<file path="src/rtl/bf_pkg.sv">
// ----------------------------------------------------------------------------
// bf_pkg
// Shared definitions for the Brainfuck core.
//   IA_WIDTH_DEFAULT : default instruction address width (2^11 byte program)
//   OP_END           : opcode byte that terminates a program
//   state_t          : fetch state encoding (ST_RUN / ST_STOP)
// ----------------------------------------------------------------------------
package bf_pkg;

    localparam int IA_WIDTH_DEFAULT = 11;

    localparam logic [7:0] OP_END = 8'h00;

    typedef enum logic {
        ST_RUN  = 1'b0,
        ST_STOP = 1'b1
    } state_t;

endpackage : bf_pkg

</file>
<file path="src/rtl/bf_ifetch_fifo.sv">
// ----------------------------------------------------------------------------
// bf_ifetch_fifo
// Two-entry synchronous FIFO holding {instruction byte, address} pairs for the
// fetch stage. entry0 is always the head, so the head output holds its last
// value when the FIFO drains or is flushed.
//   clk, rst_n : clock, asynchronous active-low reset
//   push, din  : write an entry
//   pop        : remove the head entry (ignored when empty)
//   flush      : discard all entries (wins over push and pop)
//   count      : number of valid entries (0..2)
//   head       : head entry data
// ----------------------------------------------------------------------------
module bf_ifetch_fifo #(
    parameter int WIDTH = 19
) (
    input  logic             clk,
    input  logic             rst_n,
    input  logic             push,
    input  logic             pop,
    input  logic             flush,
    input  logic [WIDTH-1:0] din,
    output logic [1:0]       count,
    output logic [WIDTH-1:0] head
);

    logic [WIDTH-1:0] entry0;
    logic [WIDTH-1:0] entry1;
    logic [1:0]       count_q;
    logic             do_pop;

    assign do_pop = pop && (count_q != 2'd0);

    // Shift-style storage: a pop moves entry1 forward into the head slot.
    // A push into a full FIFO cannot happen without a simultaneous pop
    // because the fetch issue rule never allows it.
    always_ff @(posedge clk or negedge rst_n) begin
        if (!rst_n) begin
            entry0  <= '0;
            entry1  <= '0;
            count_q <= 2'd0;
        end else if (flush) begin
            count_q <= 2'd0;
        end else begin
            case (count_q)
                2'd0: begin
                    if (push) begin
                        entry0  <= din;
                        count_q <= 2'd1;
                    end
                end
                2'd1: begin
                    if (push && do_pop) begin
                        entry0 <= din;
                    end else if (push) begin
                        entry1  <= din;
                        count_q <= 2'd2;
                    end else if (do_pop) begin
                        count_q <= 2'd0;
                    end
                end
                default: begin
                    if (do_pop) begin
                        entry0 <= entry1;
                        if (push) begin
                            entry1 <= din;
                        end else begin
                            count_q <= 2'd1;
                        end
                    end
                end
            endcase
        end
    end

    assign count = count_q;
    assign head  = entry0;

endmodule : bf_ifetch_fifo

</file>
<file path="src/rtl/bf_ifetch.sv">
// ----------------------------------------------------------------------------
// bf_ifetch
// Instruction fetch stage of the Brainfuck core. Reads the instruction RAM
// (one-cycle read latency), buffers bytes in a 2-entry FIFO and hands them to
// the decoder with a valid/ready handshake. Handles bracket-jump redirects and
// stops fetching when the end-of-program byte (0x00) is captured.
//   clk, rst_n  : clock, asynchronous active-low reset
//   ia, ien     : RAM address (the PC) and combinational read-enable
//   id          : RAM read data, valid the cycle after an ien edge
//   insn,
//   insn_pc,
//   insn_valid  : FIFO head byte, its address, and head-valid
//   insn_ready  : decoder consumes the head this cycle
//   jump,
//   jump_target : one-cycle redirect request and its address
//   done        : program ended and every fetched byte has been consumed
// ----------------------------------------------------------------------------
module bf_ifetch
    import bf_pkg::*;
#(
    parameter int IA_WIDTH = IA_WIDTH_DEFAULT
) (
    input  logic                clk,
    input  logic                rst_n,
    output logic [IA_WIDTH-1:0] ia,
    output logic                ien,
    input  logic [7:0]          id,
    output logic [7:0]          insn,
    output logic [IA_WIDTH-1:0] insn_pc,
    output logic                insn_valid,
    input  logic                insn_ready,
    input  logic                jump,
    input  logic [IA_WIDTH-1:0] jump_target,
    output logic                done
);

    localparam int FW = 8 + IA_WIDTH;

    state_t              state;
    state_t              state_next;
    logic [IA_WIDTH-1:0] pc;
    logic [IA_WIDTH-1:0] inflight_pc;
    logic                inflight;
    logic                done_q;
    logic                done_next;
    logic                push;
    logic                pop;
    logic [1:0]          count;
    logic [1:0]          count_next;
    logic [2:0]          occupancy;
    logic [FW-1:0]       head;

    assign insn_valid = (count != 2'd0);
    assign pop        = insn_valid && insn_ready;

    // Slots already committed (buffered plus in flight) after this cycle's
    // pop. Issuing only while this is below two keeps the FIFO from ever
    // overflowing, yet still allows one fetch per cycle when the decoder
    // consumes one byte per cycle.
    assign occupancy = {1'b0, count} + {2'b0, inflight} - {2'b0, pop};

    // Gated by rst_n so the RAM sees no enable while reset is held.
    assign ien = rst_n && (state == ST_RUN) && !jump && (occupancy < 3'd2);

    // Next state, FIFO push and the registered done condition. A redirect
    // overrides any capture: the in-flight byte belongs to the old path.
    // In STOP the byte that was already in flight past the end marker is
    // dropped rather than presented.
    always_comb begin
        state_next = state;
        push       = 1'b0;
        if (jump) begin
            state_next = ST_RUN;
        end else if ((state == ST_RUN) && inflight) begin
            if (id == OP_END) begin
                state_next = ST_STOP;
            end else begin
                push = 1'b1;
            end
        end
        if (jump) begin
            count_next = 2'd0;
        end else begin
            count_next = count + {1'b0, push} - {1'b0, pop};
        end
        done_next = (state_next == ST_STOP) && (count_next == 2'd0) && !ien;
    end

    always_ff @(posedge clk or negedge rst_n) begin
        if (!rst_n) begin
            state <= ST_RUN;
        end else begin
            state <= state_next;
        end
    end

    // PC, in-flight tracking and done register.
    always_ff @(posedge clk or negedge rst_n) begin
        if (!rst_n) begin
            pc          <= '0;
            inflight    <= 1'b0;
            inflight_pc <= '0;
            done_q      <= 1'b0;
        end else begin
            if (jump) begin
                pc <= jump_target;
            end else if (ien) begin
                pc <= pc + 1'b1;
            end
            inflight <= ien;
            if (ien) begin
                inflight_pc <= pc;
            end
            done_q <= done_next;
        end
    end

    bf_ifetch_fifo #(
        .WIDTH (FW)
    ) u_fifo (
        .clk   (clk),
        .rst_n (rst_n),
        .push  (push),
        .pop   (pop),
        .flush (jump),
        .din   ({id, inflight_pc}),
        .count (count),
        .head  (head)
    );

    assign ia      = pc;
    assign insn    = head[FW-1 -: 8];
    assign insn_pc = head[IA_WIDTH-1:0];
    assign done    = done_q;

endmodule : bf_ifetch

</file>
<file path="config.mk">
export PLATFORM = sky130hd
export DESIGN_NAME = bf_ifetch
export DESIGN_NICKNAME = d
export VERILOG_FILES = /design/src/rtl/bf_pkg.sv /design/src/rtl/bf_ifetch_fifo.sv /design/src/rtl/bf_ifetch.sv
export SDC_FILE = /design/constraint.sdc
export NUM_CORES = 1
export LEC_CHECK = 0
export CORE_MARGIN = 4
export CORE_UTILIZATION = 25
export CTS_CLUSTER_DIAMETER = 50
export DETAILED_ROUTE_END_ITERATION = 6
export HOLD_SLACK_MARGIN = 0.03
export PLACE_DENSITY = 0.44
export SKIP_LAST_GASP = 1
export SLEW_MARGIN = 15
export SYNTH_ARGS = -nofsm -noshare
export SYNTH_HDL_FRONTEND = slang
export SYNTH_SLANG_ARGS = --single-unit
</file>
<file path="constraint.sdc">
create_clock -name clk -period 9.2 [get_ports clk]
set_clock_uncertainty 0.15 [all_clocks]
set_input_delay 1.84 -clock clk [delete_from_list [all_inputs] [get_ports clk]]
set_output_delay 1.84 -clock clk [all_outputs]
set_load 0.005 [all_outputs]
</file>
==> summary.txt <==
Setup path
  – Delay of the slowest cell on the worst path: 0.65 ns
  – Last element of the critical path: ien
  – Top cell family by delay on the critical path: buffers and inverters
  – Data arrival time at the worst-slack endpoint: 5.40 ns
  – WP depth: 10
  – Capturing point of the worst reg2reg path: ia[6]
  – Crit path max fanout: 26
  – Critical Setup Path Class: input port to primary output
  – Worst path bufs/invs: 4
  – Flop2flop setup slack: 5.12 ns
  – Sort of element at the start of the critical path: input port
  – Number of cells on the worst reg-to-reg path: 13
  – Required time at the endpoint of the critical path: approximately 7.2 ns
  – Critical-path cell with the highest stage delay: sky130_fd_sc_hd__inv_1
  – Nature of the critical path endpoint: primary output
  – Crit path cell chain: clkdlybuf4s50_1 > and2_1 > ha_1 > inv_1 > nand2_1 > fa_1 > nand4bb_1 > or2_1 > inv_1 > clkdlybuf4s50_1
  – FF-to-FF Start: u_fifo.count[1]
  – Launch point of the worst path: insn_ready

Timing
  – Max Clk Rate: around 0.14 GHz
  – Final worst path period need: 7.39 ns
  – Final setup vio count: 0
  – Slew at the pin closest to its max-slew limit: 0.893 ns
  – Summed negative setup slack over all endpoints: 0 ns
  – Worst-case setup margin in the final layout: around 1.8 ns
  – Hold_ws: 0.342 ns
  – Worst slew margin: between 30% and 40%
  – Fraction of the cycle the final worst path needs: roughly 80%
  – Slew Viols, Final: 0
  – RSZ-0062 raised after global routing: false
  – Number of hold violations in the final report: 0

Layout
  – Final Core Density: between 30% and 40%
  – Area added between synthesis and finish: 32.0%
  – Number of diodes: 0
  – Fraction of layout instances using a drive strength above 1: 25.7%
  – NumNets Final: approximately 340

Yosys
  – Area contributors post-synth: sky130_fd_sc_hd__dfrtp_1, sky130_fd_sc_hd__mux2_2, sky130_fd_sc_hd__nand2_1
  – Largest area contributor in the synthesized netlist: sky130_fd_sc_hd__dfrtp_1
  – Nets in the synthesized netlist: 286
  – Proportion of register bits with asynchronous set or reset after synthesis: between 90% and 100%
  – Most frequently used cell type in the post-synthesis netlist: sky130_fd_sc_hd__dfrtp_1
  – Mean area per synthesized cell: between 10 and 15 sq um
  – Yosys synthesis warning count: 0
  – Post-synth top flop: sky130_fd_sc_hd__dfrtp_1
  – Synthesized netlist cell count: 258
  – Count of flip-flops with a built-in enable after synthesis: 0
  – Total of flip-flops plus latches after synthesis: 65
  – Commonest cells in the netlist: sky130_fd_sc_hd__dfrtp_1, sky130_fd_sc_hd__mux2_2, sky130_fd_sc_hd__nand2_1
  – Post-synthesis instance area: a little over 3000 sq um
  – Share of the synthesized area in the top cell type: about 53%
  – Count of unique library cells instantiated by Yosys: 42
  – Share of the yosys chip area belonging to registers: around 53%

Power
  – Power per standard cell area: around 230 nW/um^2
  – Static Leak: between 1.5 and 2 nW
  – Maximum vdd drop: ~0.00012 V

Clock tree
  – Clock Pin Slew Worst Setup and Hold Paths: ~0.05 ns
  – Root Driver: sky130_fd_sc_hd__clkbuf_16
  – CTS tree: done
  – CTS buffer count: 9
  – Post-cts resize count: 0
  – Clock tree buffer depth: 2
  – Insertion delay to the later sink of the worst-skew pair: between 0.3 and 0.4 ns
  – Total number of H-tree levels: 3
  – Hold Buf Count CTS: 0
  – Sink Count: 65
  – Buffers inserted during post-CTS setup optimization: 0

Routing
  – Aggregate routed wire length: between 7 and 8 mm
  – Routed via count: ~2,200
  – Number of remaining DRC errors: 0
  – Final ANT Viol Nets: 0
  – Vias per Instance: between 4 and 5
  – Detailed-routing iteration count for the pre-antenna-repair pass: 4
  – Per-cell routed wire length: about 16 microns
  – Initial detailed-routing violation count: between 70 and 80

Place
  – Weighted congestion at the end of routability-driven global placement: between 0.7 and 0.8
  – Setup slack at placement: between 1.5 and 2 ns
  – Buffers added on ports: between 50 and 60
  – Post-detail-place hpwl: between 4 and 5 mm

Floorplan
  – Starting density of the core: between 20% and 30%
  – Top Ports: 56
  – Core outline area: 12,000 sq um
  – Die Y: between 100 and 150 microns
  – Chip Width: 119 microns
  – Rows: 40
  – Full die area: ~14,000 sq um

Global route
  – Initial antenna violation count: 0
  – Via count of the first global-routing pass: between 2,000 and 2,500
  – GRT Residual Overflow: 0
  – Largest net degree at the start of global routing: between 60 and 70
  – Global-route wire length before repair: around 12 mm
  – Global-route usage over all layers: 10.6%

Worst hold path
  – Path category of the worst min-delay check: flip-flop to flip-flop
  – Hold-critical path depth: 2

Status
  – Result of the run: complete, no violations

Job
  – Max-cap check violation count: 0
power by group:
group          switching [mW]  leakage, nW  internal (mW)
clock network           0.117        0.148          0.222
registers              0.0448        0.833          0.354
logic                  0.0705        0.819          0.139
kinds of logic (layout without fill, tap and decap cells):
group / after synthesis / after routing / synth area share [%]
AOI/OAI and AO/OA: 33 / 33 / 8.25
xor gates and xnor gates: 3 / 3 / 0.853
adders and majority gates: 5 / 5 / 2.28
buffers and inverters: 21 / 82 / 3.37
DFF: 65 / 65 / 52.8
muxes: 57 / 57 / 20.8
and+or+nand+nor: 74 / 74 / 11.6
layout by cell type, fill, tap and decap left out, types with 2 or more instances in the layout:
cell type,Yosys,layout
sky130_fd_sc_hd__dfrtp_1,65,65
sky130_fd_sc_hd__mux2_2,57,57
sky130_fd_sc_hd__clkdlybuf4s50_1,0,54
sky130_fd_sc_hd__nand2_1,38,38
sky130_fd_sc_hd__o21ai_0,10,10
sky130_fd_sc_hd__inv_1,9,9
sky130_fd_sc_hd__clkbuf_16,0,9
sky130_fd_sc_hd__nor3_1,6,6
sky130_fd_sc_hd__a221o_1,6,6
sky130_fd_sc_hd__nand3_1,6,6
sky130_fd_sc_hd__nor2_1,5,5
sky130_fd_sc_hd__a21oi_1,4,4
sky130_fd_sc_hd__a21bo_2,4,4
sky130_fd_sc_hd__ha_1,4,4
sky130_fd_sc_hd__nor4_1,3,3
sky130_fd_sc_hd__and2_1,2,2
sky130_fd_sc_hd__xor2_1,2,2
sky130_fd_sc_hd__and3_1,2,2
sky130_fd_sc_hd__nand4_1,2,2
sky130_fd_sc_hd__a22oi_1,2,2
sky130_fd_sc_hd__nor3b_1,2,2
sky130_fd_sc_hd__clkbuf_8,0,2
sky130_fd_sc_hd__clkinv_2,0,2
sky130_fd_sc_hd__buf_4,1,2
worst min path at each step:
stage / startpoint / to / slack [ns]
finish: inflight_pc[0] / inflight_pc[0] / 0.34
global route: u_fifo.entry1[12] / u_fifo.entry1[12] / 0.36
CTS: u_fifo.entry1[3] / u_fifo.entry1[3] / 0.35
detailed placement: inflight_pc[0] / inflight_pc[0] / 0.34
global placement: u_fifo.entry1[0] / u_fifo.entry1[0] / 0.33
floorplan: inflight_pc[0] / inflight_pc[0] / 0.31
metrics by stage:
step	total power, mW	std cells	cell area, sq um
final	0.947	466	4070
after global routing	1.00	466	4070
after CTS	0.966	465	4050
after detailed placement	0.618	450	3750
after global placement	0.617	450	3750
after floorplan	0.491	258	3080
final cells by class:
cell class | count | area [sq um]
clock buffers | 12 | 256
clock inverters | 3 | 40.0
fillers | 1230 | 7950
inverters | 9 | 33.8
multi-input cells | 172 | 1350
flip-flops and latches | 65 | 1630
well taps | 147 | 184
repair buffers | 58 | 576
per-layer routing:
layer,routed length [microns],share of wire [%],track usage [%],vias up
met1,3560,49,14.3,1082
met3,434,6.0,4.13,9
met4,80,1.1,3.04,0
met2,3210,44,15.9,56
li1,-,-,-,1040
met5,0,0,0,-
registers in the layout (all words and copies together), names as in the netlist:
name and flops:
u_fifo.entry1 19, u_fifo.head 19, state 1, inflight_pc 11
inflight 1, u_fifo.count 2, ia 11, done 1
tightest hold or removal path: stages (launching register included):
cell and delay [ns]:
sky130_fd_sc_hd__dfrtp_1 0.35, sky130_fd_sc_hd__nand2_1 0.05, sky130_fd_sc_hd__nand2_1 0.05
Note: power is estimated with default switching activity, not from simulation.
